`src/rtl/core_bus_pkg.sv`:
```
// Shared types for the cache-line bus arbiter: bus request/response structs,
// arbiter FSM states and arbitration-mode constants.
package core_bus_pkg;

   localparam int ARB_FIXED = 0;
   localparam int ARB_RR    = 1;

   typedef struct packed {
      logic        valid;
      logic        write;
      logic [3:0]  burst_size;
      logic        cached;
      logic [1:0]  data_size;
      logic [31:0] addr;
      logic        data_ok;
      logic        data_last;
      logic [3:0]  data_strobe;
      logic [31:0] w_data;
   } cache_bus_req_t;

   typedef struct packed {
      logic        ready;
      logic        data_ok;
      logic        data_last;
      logic [31:0] r_data;
   } cache_bus_resp_t;

   typedef enum logic [1:0] {
      ST_IDLE = 2'd0,
      ST_ADDR = 2'd1,
      ST_DATA = 2'd2
   } bus_arb_state_t;

   // Wrap-around successor of a requester index.
   function automatic int next_index(input int idx, input int n);
      return (idx + 1 >= n) ? 0 : idx + 1;
   endfunction

endpackage

```
`src/rtl/core_bus_arbiter_if.sv`:
```
// Bundle of the arbiter's master-side and downstream-side bus signals.
interface core_bus_arbiter_if #(parameter int N_MASTER = 2);
   import core_bus_pkg::*;

   localparam int OW = (N_MASTER > 1) ? $clog2(N_MASTER) : 1;

   cache_bus_req_t  [N_MASTER-1:0] m_req_i;
   cache_bus_resp_t [N_MASTER-1:0] m_resp_o;
   logic            [N_MASTER-1:0] m_busy_o;
   cache_bus_req_t                 s_req_o;
   cache_bus_resp_t                s_resp_i;
   logic            [OW-1:0]       owner_o;
   logic                           err_o;

   // Arbiter side.
   modport slave (
      input  m_req_i, s_resp_i,
      output m_resp_o, m_busy_o, s_req_o, owner_o, err_o
   );

   // Environment side: the caches plus the downstream port.
   modport master (
      output m_req_i, s_resp_i,
      input  m_resp_o, m_busy_o, s_req_o, owner_o, err_o
   );

endinterface

```
`src/rtl/core_rr_picker.sv`:
```
// N-way one-hot request picker: round-robin starting at ptr when rr_en is set,
// otherwise fixed priority with the lowest index winning.
module core_rr_picker #(
   parameter int N  = 2,
   parameter int IW = (N > 1) ? $clog2(N) : 1
) (
   input  logic [N-1:0]  req,
   input  logic [IW-1:0] ptr,
   input  logic          rr_en,
   output logic [N-1:0]  grant,
   output logic [IW-1:0] grant_idx,
   output logic          any
);

   int            base_s;
   logic [IW-1:0] idx_s;
   logic          hit_s;

   // Scan from the base index and keep the first requester found.
   always_comb begin
      grant     = '0;
      grant_idx = '0;
      any       = 1'b0;
      idx_s     = '0;
      hit_s     = 1'b0;
      base_s    = rr_en ? int'(ptr) : 0;
      for (int k = 0; k < N; k++) begin
         idx_s        = IW'((base_s + k) % N);
         hit_s        = !any && req[idx_s];
         grant[idx_s] = grant[idx_s] | hit_s;
         grant_idx    = hit_s ? idx_s : grant_idx;
         any          = any | hit_s;
      end
   end

endmodule

```
`src/rtl/core_bus_arbiter.sv`:
```
// Shares one cache-line bus port between icache (0) and dcache (1); the grant
// is held from address phase through the last data beat.
module core_bus_arbiter
   import core_bus_pkg::*;
#(
   parameter int N_MASTER  = 2,
   parameter int ARB_MODE  = 1,
   parameter int MAX_BEATS = 16
) (
   input  logic               clk,
   input  logic               rst,
   core_bus_arbiter_if.slave  bus
);

   localparam int            OW         = (N_MASTER > 1) ? $clog2(N_MASTER) : 1;
   localparam int            BW         = $clog2(MAX_BEATS + 1);
   localparam logic [BW-1:0] BEAT_LIMIT = BW'(MAX_BEATS);

   bus_arb_state_t      state_r;
   logic [OW-1:0]       owner_r;
   logic [OW-1:0]       rr_ptr_r;
   logic [BW-1:0]       beat_r;
   logic                err_r;
   logic [N_MASTER-1:0] busy_r;

   logic [N_MASTER-1:0] req_valid_s;
   logic [N_MASTER-1:0] win_oh_s;
   logic [OW-1:0]       win_idx_s;
   logic                any_req_s;
   logic [N_MASTER-1:0] sel_oh_s;

   // Collect the valid bits for the picker.
   always_comb begin
      req_valid_s = '0;
      for (int i = 0; i < N_MASTER; i++) begin
         req_valid_s[i] = bus.m_req_i[i].valid;
      end
   end

   core_rr_picker #(.N(N_MASTER), .IW(OW)) u_picker (
      .req       (req_valid_s),
      .ptr       (rr_ptr_r),
      .rr_en     (ARB_MODE == ARB_RR),
      .grant     (win_oh_s),
      .grant_idx (win_idx_s),
      .any       (any_req_s)
   );

   // Downstream request mux; the IDLE winner is forwarded in its grant cycle.
   always_comb begin
      bus.s_req_o = '0;
      sel_oh_s    = '0;
      if (rst) begin
         bus.s_req_o = '0;
         sel_oh_s    = '0;
      end else begin
         case (state_r)
            ST_IDLE: begin
               if (any_req_s) begin
                  bus.s_req_o = bus.m_req_i[win_idx_s];
                  sel_oh_s    = win_oh_s;
               end else begin
                  bus.s_req_o = '0;
               end
            end
            ST_ADDR: begin
               bus.s_req_o        = bus.m_req_i[owner_r];
               sel_oh_s[owner_r]  = 1'b1;
            end
            ST_DATA: begin
               bus.s_req_o        = bus.m_req_i[owner_r];
               bus.s_req_o.valid  = 1'b0;
               sel_oh_s[owner_r]  = 1'b1;
            end
            default: begin
               bus.s_req_o = '0;
               sel_oh_s    = '0;
            end
         endcase
      end
   end

   // Only the selected master ever sees the downstream response.
   always_comb begin
      for (int i = 0; i < N_MASTER; i++) begin
         bus.m_resp_o[i] = sel_oh_s[i] ? bus.s_resp_i : '0;
      end
   end

   // Arbiter FSM with owner, round-robin pointer, beat count and busy flags.
   always_ff @(posedge clk or posedge rst) begin
      if (rst) begin
         state_r  <= ST_IDLE;
         owner_r  <= '0;
         rr_ptr_r <= '0;
         beat_r   <= '0;
         err_r    <= 1'b0;
         busy_r   <= '0;
      end else begin
         case (state_r)
            ST_IDLE: begin
               if (any_req_s) begin
                  owner_r <= win_idx_s;
                  state_r <= bus.s_resp_i.ready ? ST_DATA : ST_ADDR;
                  busy_r  <= ~win_oh_s;
               end else begin
                  busy_r  <= '0;
               end
            end
            ST_ADDR: begin
               state_r <= bus.s_resp_i.ready ? ST_DATA : ST_ADDR;
            end
            ST_DATA: begin
               if (bus.s_resp_i.data_ok && bus.s_resp_i.data_last) begin
                  state_r  <= ST_IDLE;
                  busy_r   <= '0;
                  beat_r   <= '0;
                  rr_ptr_r <= OW'(next_index(int'(owner_r), N_MASTER));
               end else if (bus.s_resp_i.data_ok) begin
                  // Overflow is flagged but the transfer keeps running.
                  beat_r <= (beat_r == BEAT_LIMIT) ? beat_r : beat_r + BW'(1);
                  err_r  <= err_r | (beat_r >= BEAT_LIMIT - BW'(1));
               end else begin
                  state_r <= ST_DATA;
               end
            end
            default: begin
               state_r <= ST_IDLE;
               busy_r  <= '0;
            end
         endcase
      end
   end

   assign bus.m_busy_o = busy_r;
   assign bus.owner_o  = owner_r;
   assign bus.err_o    = err_r;

endmodule
```
`src/flat_wrapper.sv`:
```
// flat-port wrapper written by rule: the top's interface ports become plain ports
module core_bus_arbiter_flat import core_bus_pkg::*;
#(
   parameter int N_MASTER  = 2,
   parameter int ARB_MODE  = 1,
   parameter int MAX_BEATS = 16
)
  (clk, rst, bus_m_req_i, bus_s_resp_i, bus_m_resp_o, bus_m_busy_o, bus_s_req_o, bus_owner_o, bus_err_o);
  core_bus_arbiter_if #(.N_MASTER(N_MASTER)) bus_i ();
  input  logic clk;
  input  logic rst;
  input wire logic [$bits(bus_i.m_req_i)-1:0] bus_m_req_i;
  input wire logic [$bits(bus_i.s_resp_i)-1:0] bus_s_resp_i;
  output wire logic [$bits(bus_i.m_resp_o)-1:0] bus_m_resp_o;
  output wire logic [$bits(bus_i.m_busy_o)-1:0] bus_m_busy_o;
  output wire logic [$bits(bus_i.s_req_o)-1:0] bus_s_req_o;
  output wire logic [$bits(bus_i.owner_o)-1:0] bus_owner_o;
  output wire logic [$bits(bus_i.err_o)-1:0] bus_err_o;
  assign bus_i.m_req_i = bus_m_req_i;
  assign bus_i.s_resp_i = bus_s_resp_i;
  assign bus_m_resp_o = bus_i.m_resp_o;
  assign bus_m_busy_o = bus_i.m_busy_o;
  assign bus_s_req_o = bus_i.s_req_o;
  assign bus_owner_o = bus_i.owner_o;
  assign bus_err_o = bus_i.err_o;
  core_bus_arbiter #(.N_MASTER(N_MASTER), .ARB_MODE(ARB_MODE), .MAX_BEATS(MAX_BEATS)) u_core (.clk(clk), .rst(rst), .bus(bus_i));
endmodule
```
`config.mk`:
```
export PLATFORM = sky130hd
export DESIGN_NAME = core_bus_arbiter_flat
export DESIGN_NICKNAME = d
export VERILOG_FILES = /design/src/rtl/core_bus_pkg.sv /design/src/rtl/core_bus_arbiter_if.sv /design/src/rtl/core_rr_picker.sv /design/src/rtl/core_bus_arbiter.sv /design/src/flat_wrapper.sv
export SDC_FILE = /design/constraint.sdc
export NUM_CORES = 1
export LEC_CHECK = 0
export CORE_AREA = 2 2 135 137
export CTS_CLUSTER_SIZE = 12
export DETAILED_ROUTE_END_ITERATION = 12
export DIE_AREA = 0 0 137 139
export GPL_TIMING_DRIVEN = 0
export SYNTH_ARGS = -nofsm -noshare
export SYNTH_HDL_FRONTEND = slang
export SYNTH_SLANG_ARGS = --single-unit
```
`constraint.sdc`:
```
create_clock -name clk -period 2.95 [get_ports clk]
set_input_delay 0.7375 -clock clk [delete_from_list [all_inputs] [get_ports clk]]
set_output_delay 0.7375 -clock clk [all_outputs]
set_load 0.01 [all_outputs]
```
# ---- Word-level counts from Yosys, hierarchy flattened
# Cells that the tools add are included.
dict set report word_totals {
  mem_bits_ro 0
  latch_bits 0
  mem_bits_rw 0
  n_memories 0
  reg_bits 12
  inputBits 195
  word_cells 88
  out_inout_bits 153
}
dict set report classes {
  n_addsub 3
  n_eq_ne 7
  bitwise_logic 8
  n_lt_le_gt_ge 9
  multipliers 0
  reduce_logical 15
  mux 40
  shifts 0
  div 0
}
# cell count
set op_table {}
lappend op_table {{$mux W79} 6}
lappend op_table {{$pmux W79 S3} 1}
lappend op_table {{$mux W35} 2}
lappend op_table {{$mux W2} 8}
lappend op_table {{$mux W5} 3}
lappend op_table {{$mux W1} 13}
lappend op_table {{$pmux W2 S3} 2}
lappend op_table {{$lt A1 B2 Y1 const B} 4}
lappend op_table {{$reduce_and A2 Y1} 4}
lappend op_table {{$ne A2 B1 Y1 const B} 3}
lappend op_table {{$reduce_and A3 Y1} 2}
lappend op_table {{$add A5 B1 Y5 const B} 1}
lappend op_table {{$eq A5 B5 Y1 const B} 1}
lappend op_table {{$ge A5 B4 Y1 const B} 1}
lappend op_table {{$logic_and A1 B1 Y1} 5}
lappend op_table {{$or A1 B1 Y1} 4}
lappend op_table {{$pmux W2 S2} 1}
lappend op_table {{$demux W1 S1} 3}
lappend op_table {{$ge A1 B1 Y1 const B} 3}
lappend op_table {{$ne A3 B2 Y1 const B} 1}
lappend op_table {{$add A1 B1 Y2 const B} 1}
lappend op_table {{$and A2 B2 Y2} 1}
lappend op_table {{$bwmux W2} 1}
lappend op_table {{$eq A2 B1 Y1 const B} 1}
lappend op_table {{other kinds (9)} 10}

# ---- Longest topological paths before layout
# Gate-level depths: netlist of run 1.
dict set report depth {
  ltp_word 13
  ltp_mapped 7
  depth_no_buf 5
}

# ---- Hierarchy
# A second synthesis of run 1 with hierarchy kept.
dict set report hier_totals {
  cells_unflattened 527
  hier_area_um2 4262.8
}
# module seq_area_each_um2 instances cells_each area_each_um2
set by_module_without_submodules {}
lappend by_module_without_submodules {core_bus_arbiter 300.3 1 521 4227.8}
lappend by_module_without_submodules {core_rr_picker 0.0 1 6 35.0}

# ---- Worst setup path before layout of run 1
# Ideal clock, no wire load.
dict set report synth_path {
  path_kind {input port to output port}
  start {input rst}
  end {output bus_s_req_o[58]}
  path_buffers 3
  cell_stages 6
  slack_ns 0.468
  arrival_ns 1.744
  t_required_ns 2.213
  cell_sequence {nor2_1 > buf_2 > buf_2 > clkbuf_1 > nand2_1 > o22ai_1}
}
dict set report synth_between {
  elab_chain_cells 1
}
# item line
set synth_lines {}
lappend synth_lines {{from (decl)} flat_wrapper.sv:11} ;# input logic rst;
lappend synth_lines {{$mux W79} core_bus_arbiter.sv:53} ;# if (rst) begin
lappend synth_lines {{to (decl)} flat_wrapper.sv:16} ;# output wire logic [$bits(bus_i.s_req_o)-1:0] bus_s_req_o;
# No other way between the ends.

# ---- Final worst setup path of run 1
dict set report layout_path {
  start {register u_core.state_r[1]}
  end {output bus_s_req_o[42]}
}
dict set report layout_between {
  elab_chain_cells 3
  elab_cells_between_ends 5
  classes_between {eq/ne (2); mux (2); reduce/logical (1)}
}
# item line
set layout_lines {}
lappend layout_lines {{from (decl)} core_bus_arbiter.sv:19} ;# bus_arb_state_t state_r;
lappend layout_lines {{from (signal assigned)} core_bus_arbiter.sv:104} ;# state_r <= bus.s_resp_i.ready ? ST_DATA : ST_ADDR;
lappend layout_lines {{from (signal assigned)} core_bus_arbiter.sv:111} ;# state_r <= bus.s_resp_i.ready ? ST_DATA : ST_ADDR;
lappend layout_lines {{$eq A2 B2 Y1 (tied with other cells)} core_bus_arbiter.sv:57} ;# case (state_r)
lappend layout_lines {{$pmux W79 S3 (*)} core_bus_arbiter.sv:57}
lappend layout_lines {{$mux W79 (*)} core_bus_arbiter.sv:53}
# Mark *: on every way between the ends. The rest lies on a longest branch, timed or not.

==> results.md, run 1 <==
- Layout cell share with drive strength beyond 1: 23.3%
- Slew margin rel.: 70.2%
- Mux contribution to synthesized area: 2.56%
- Setup WS post-layout: 4.40 ps
- Final count of pins violating max slew: 0
- Outcome: finished, final reports clean
- Crit path to: bus_s_req_o[42]
- Ys Warns: 0
- Critical path's slowest cell: dfrtp_1
- CP Depth: 10
- # DRC: 0
- DP Wirelength: 14100 um
- Post-Place Cells: 1009
- Final Skew: 1.57 ps
- Final Hold Vio Count: 0
- Core ar.: 17700 um^2
- Clock Path Buffers: 2
- CTS root buffer: clkbuf_16
- Post-Syn Area: 2540 um^2
- I/O pins: 348
- Combinational share of power: 88.7%
- Pleak: 3.65 nW
- Synth-to-layout area growth: 166%
- Post-synthesis simple-gate area fraction: 46.0%
- Post-synthesis compound-gate area fraction: 25.8%
- Initial Util: 14.4%
- Minimum clock period after layout: 2950 ps
- Largest net degree at the start of global routing: 13
- Commonest non-fill, non-tap cell in the layout: clkdlybuf4s50_1
- Post-synthesis cell type count: 32
- RSZ-0062 raised after global routing: true
- Maximum VDD drop: 0.525 mV
- TNS Setup: 0 ps
- Flip-flop and latch count after synthesis: 12
- Largest family of logic cells by synthesized area: simple AND/OR/NAND/NOR gates
- Worst path cell trace: inv_2 -> buf_4 -> ha_4 -> or2_4 -> a32oi_4 -> buf_12 -> buf_4 -> buf_8 -> o22ai_1 -> buf_2
- Total iterations of the first detailed-routing run: 4
- Synth Area in XOR/XNOR: 0%
- Critical path's largest stage delay: 400 ps
- Reg2reg end: u_core.state_r[1]
- N_diodes: 0
- Starting DRC count in detailed routing: 208
- DP Worst Slack: -1170 ps
- DIE AREA: 19000 um^2
- CP Buf/Inv Count: 6
- DR WL/cell: 17.7 um
- Peak Freq: 339 MHz
- Hold WC Path Type: reg2reg
- # hold bufs at CTS: 0
- Antenna violations before repair: 0
- Cell count of the worst reg-to-reg path: 5
- CP startpoint: u_core.state_r[1]
- Total Wirelength: 18500 um
- Worst reg2reg path startpoint: u_core.state_r[1]
- Vias: 4780
- CTS sink cnt: 12
- Worst-Skew Late Latency: 240 ps
- Kind of critical path: reg2out
- Sw Pwr: 2.51 mW
- Average vias per placed instance: 4.57
- Period Utilization, post-route: 99.9%
- Max-capacitance violation count: 0
- Seq pwr share: 6.1%
- Sw Share: 47.1%
- Final setup viols: 0
- PortBufs: 347
- Least-Margin Pin Slew: 447 ps
- Routability cong.: 0.848
- Fin util: 38.2%
- CP arrival: 2210 ps
- Worst EP required: 2210 ps
- Number of buffers created by CTS: 3
- Hold_ws: 502 ps
- DRT antenna net count: 0
- Grt total ovfl: 0
- Crit path max fanout: 10
- Die Wd: 137 um
- Crit-path leading delay family: buffers and inverters
- Adder-cell share of the synthesized area: 3.94%
- # rows: 49
- Avg Cell Area, Syn: 5.87 um^2
- Gr usage total: 17.9%
- Die span in y: 139 um
- Most used cell, CP: buf_4
- Cells after synthesis: 433
- CTS tree: built
- Number of global-route vias before repair: 4749
- Internal power: 2.82 mW
- Cell Pwr Density: 789 nW/um^2
- Worst-path clk slew: 40 ps
- Nets: 1022
- Final Non-Filler Cells: 1047
- Htree depth: 1
- Crit. End Element: output pin
- Setup crit start kind: register
- Clk network pwr share: 5.1%
- Sequential share of the synthesized area: 11.8%
- Global-route wire length before repair: 26500 um
- Reg2Reg Setup Slack: 1200 ps
- Most frequent cells in the layout: 194 x clkdlybuf4s50_1, 159 x nand2_1, 73 x and3_1
- Syn_nets: 636
==> power by group through the flow <==
stage | registers [mW] | clock network [mW] | logic [mW]
2_1_floorplan | 0.304 | 0 | 1.92
3_3_place_gp | 0.316 | 0 | 4.06
3_5_place_dp | 0.318 | 0 | 4.04
4_1_cts | 0.325 | 0.278 | 4.60
5_1_grt | 0.336 | 0.287 | 5.05
6_report | 0.326 | 0.274 | 4.73
==> synthesized netlist by cell type, drive strengths merged <==
library cell | instances | area, um^2
buf | 23 | 126
nor3 | 2 | 10.0
nor4 | 2 | 12.5
a32o | 2 | 20.0
nand4 | 1 | 6.26
ha | 8 | 100
mux2i | 2 | 20.0
o22ai | 78 | 488
nand2b | 2 | 12.5
nor2b | 3 | 18.8
nor2 | 5 | 18.8
a21oi | 4 | 20.0
nor3b | 1 | 7.51
o21bai | 1 | 7.51
a32oi | 2 | 32.5
nand2 | 160 | 601
a2bb2oi | 2 | 17.5
mux2 | 4 | 45.0
a21boi | 1 | 7.51
or2 | 1 | 6.26
and3 | 73 | 457
a21bo | 1 | 10.0
nand3 | 2 | 10.0
a221o | 3 | 30.0
inv | 7 | 26.3
clkbuf | 26 | 97.6
dfrtp | 12 | 300
a21o | 1 | 7.51
o21ai | 3 | 15.0
and3b | 1 | 8.76
==> cells by family (layout without fill, tap and decap cells) <==
| logic type | after synthesis | after routing |
|---|---|---|
| buffers and inverters | 56 | 439 |
| adders and majority gates | 8 | 8 |
| muxes | 6 | 6 |
| DFF | 12 | 12 |
| AOI/OAI and AO/OA | 98 | 100 |
| and+or+nand+nor | 253 | 253 |
==> cell type report <==
cell class,instances,area [um^2]
Fill cell,1920,10900
Timing Repair Buffer,380,3390
Multi-Input combinational cell,367,2120
Buffer,48,538
Sequential cell,12,300
Tap cell,229,287
Clock buffer,4,88.8
Inverter,7,26.3
==> metal layers <==
layer | vias up | global-route usage [%] | wire, um
met5 | - | 0 | 0
li1 | 2320 | - | -
met3 | 31 | 3.65 | 1610
met1 | 2176 | 21.0 | 7300
met4 | 0 | 4.72 | 408
met2 | 253 | 32.5 | 9160
==> what timing repair did <==
action	in CTS	in global routing
gates resized for setup	296	187
buffers inserted	13	14
gates cloned	8	0
endpoints found under the setup margin	149	90
pin swaps	5	5
==> worst min-delay path by stage <==
stage                                      start                endpoint  cells after the start
final                     u_core.bus.m_busy_o[1]  u_core.bus.m_busy_o[1]                      1
after floorplan                  u_core.rr_ptr_r         u_core.rr_ptr_r                      2
after detailed placement         u_core.rr_ptr_r         u_core.rr_ptr_r                      2
after global placement           u_core.rr_ptr_r         u_core.rr_ptr_r                      2
after global routing      u_core.bus.m_busy_o[1]  u_core.bus.m_busy_o[1]                      1
after CTS                 u_core.bus.m_busy_o[1]  u_core.bus.m_busy_o[1]                      1
==> flip-flops by register name, summed over array words and instances (netlist names) <==
name / flops
u_core.bus.owner_o: 1
u_core.state_r: 2
u_core.rr_ptr_r: 1
u_core.bus.m_busy_o: 2
u_core.beat_r: 5
u_core.bus.err_o: 1
==> metrics by stage <==
step | instance area, um^2 | power, mW
global route | 6750 | 5.68
detailed placement | 6300 | 4.35
finish | 6750 | 5.33
CTS | 6830 | 5.20
global placement | 6300 | 4.38
floorplan | 2540 | 2.23
Power figures use the tool's default switching activity.
==> run 2: changes to the inputs <==
Settings changed: CTS_CLUSTER_DIAMETER set to 80.
==> results of run 2 <==
Final layout, timing and power as in run 1 (identical DEF).
==> run 3: changes to the inputs <==
Settings changed: PLACE_DENSITY_LB_ADDON set to 0.05, RECOVER_POWER set to 100.
==> run 3 against run 2 <==
Net effect: hold slack better by 2.2 ps; global-route usage up 0.90 points; sequential power about the same; routed wire length up 5.5%; cell count down 0.29%; die area unchanged; critical endpoint is now bus_m_resp_o[61]; highest routed layer unchanged; combinational power down 2%; largest cell class unchanged; power down 1.6%; cell area up 0.22%; flip-flop and latch count unchanged; count of clock-buffer cells in the layout unchanged.
==> results.md, run 3 (synthesis gave the netlist of run 1 again) <==
- Maximum VDD drop: 0.413 mV
- CTS root buffer: clkbuf_16
- Reg2Reg Setup Slack: 1250 ps
- Period Utilization, post-route: 99.7%
- Pleak: 3.61 nW
- Most frequent cells in the layout: 195 x clkdlybuf4s50_1, 159 x nand2_1, 74 x o22ai_1
- Routability cong.: 0.888
- Clock Path Buffers: 2
- Register area: 302 um^2
- Least-Margin Pin Slew: 487 ps
- Worst EP required: 2210 ps
- Area of the multi-input gates: 2110 um^2
- Final Non-Filler Cells: 1044
- Cell Pwr Density: 775 nW/um^2
- CTS tree: built
- Worst-path clk slew: 50 ps
- Worst reg2reg path startpoint: u_core.state_r[0]
- Hold path endpoint: u_core.bus.m_busy_o[1]
- Final setup viols: 0
- Final Hold Vio Count: 0
- Worst-Skew Late Latency: 240 ps
- Initial Util: 14.4%
- Slew margin rel.: 67.5%
- CTS sink cnt: 12
- Final Skew: 1.22 ps
- GR Util met1: 21.3%
- I/O pins: 348
- Grt total ovfl: 0
- GR met3 Demand/Resource: 5.12%
- Post-Place Cells: 1009
- Layout cell share with drive strength beyond 1: 23.1%
- Setup crit start kind: register
- DP Wirelength: 15500 um
- Vias: 4711
- Number of buffers created by CTS: 3
- Most used cell, CP: buf_6
- Total Wirelength: 19500 um
- Max reg flops: 5
- Crit path max fanout: 8
- Reg2reg end: u_core.state_r[1]
- Average vias per placed instance: 4.51
- Synth-to-layout area growth: 166%
- Total iterations of the first detailed-routing run: 4
- TNS Setup: 0 ps
- DP Worst Slack: -1140 ps
- Htree depth: 1
- CP Buf/Inv Count: 6
- Core ar.: 17700 um^2
- Peak Freq: 340 MHz
- N_diodes: 0
- GR peak layer: met2
- Die Wd: 137 um
- Starting DRC count in detailed routing: 142
- Number of global-route vias before repair: 4683
- Fin area: 6770 um^2
- Nets: 1019
- Setup WS post-layout: 10.0 ps
- Gr usage total: 18.8%
- # fillers: 1843
- CP Depth: 9
- Global routing usage on met2: 35.2%
- # rows: 49
- Crit. End Element: output pin
- Fin util: 38.3%
- # DRC: 0
- DIE AREA: 19000 um^2
- Worst path cell trace: inv_2 -> buf_6 -> ha_4 -> buf_6 -> a32o_2 -> clkbuf_8 -> buf_4 -> and3_1 -> clkdlybuf4s15_1
- Crit-path leading delay family: buffers and inverters
- Cell Area, Placed: 6300 um^2
- Critical path's largest stage delay: 400 ps
- RSZ-0062 raised after global routing: true
- Global-route wire length before repair: 27700 um
- Biggest register: u_core.beat_r
- Commonest non-fill, non-tap cell in the layout: clkdlybuf4s50_1
- Final count of pins violating max slew: 0
- Cell count of the worst reg-to-reg path: 7
- Hold Crit Start: u_core.bus.m_busy_o[1]
- PortBufs: 347
- Max-capacitance violation count: 0
- Kind of critical path: reg2out
- Hold WC Path Type: reg2reg
- Critical path's slowest cell: dfrtp_1
- Minimum clock period after layout: 2940 ps
- Hold Crit Depth: 1
- Die span in y: 139 um
- Antenna violations before repair: 0
- CP arrival: 2200 ps
- Largest net degree at the start of global routing: 13
- Outcome: finished, final reports clean
- DRT antenna net count: 0
- DR WL/cell: 18.7 um
-- run 3: changes by cell type in the layout (fill, tap and decap cells not counted), moves of 3 or more --
cell,delta
clkdlybuf4s15_1,+16
buf_6,+13
dlygate4sd2_1,-13
clkbuf_8,-8
clkbuf_2,-7
and3_1,-5
and3_4,+5
clkbuf_4,-3
dlymetal6s2s_1,+3
-- run 3: worst max path at each step --
| stage | start | end | slack, ps |
|---|---|---|---|
| after floorplan | rst | bus_s_req_o[58] | 470 |
| final | u_core.state_r[0] | bus_m_resp_o[61] | 10 |
| after global placement | rst | bus_s_req_o[78] | -1120 |
| after global routing | u_core.state_r[0] | bus_m_resp_o[61] | -80 |
| after detailed placement | rst | bus_s_req_o[78] | -1140 |
| after CTS | rst | bus_s_req_o[36] | -210 |
-- run 3: timing repair --
action | in CTS | in global routing
endpoints found under the setup margin | 149 | 100
resized for setup | 288 | 200
hold buffers | 0 | 0
pin swaps | 5 | 4
cloned | 4 | 0
buffers inserted | 18 | 10
-- run 3: cell type report --
cell class	count	share of cell area, %
inverter	7	0.388
multi-input combinational	365	31.2
timing repair buffer	378	51.0
tap	229	4.23
buffer	49	7.45
sequential	12	4.46
clock buffer	4	1.31
-- run 3: metrics by stage --
stage,power (mW),hold slack (ps)
after floorplan,2.23,461
after global placement,4.35,473
after detailed placement,4.36,483
after CTS,5.14,516
after global routing,5.64,532
final,5.25,504
-- run 3: power breakdown --
| group | internal [mW] | switching, mW |
|---|---|---|
| combinational | 2.39 | 2.25 |
| sequential | 0.234 | 0.0905 |
| clock | 0.205 | 0.0762 |
| total | 2.83 | 2.42 |
-- run 3: metal layers --
metal / vias to the layer above / routed length [um]
li1: 2308 / -
met1: 2154 / 7330
met2: 237 / 10100
met3: 12 / 1900
met4: 0 / 180
met5: - / 0
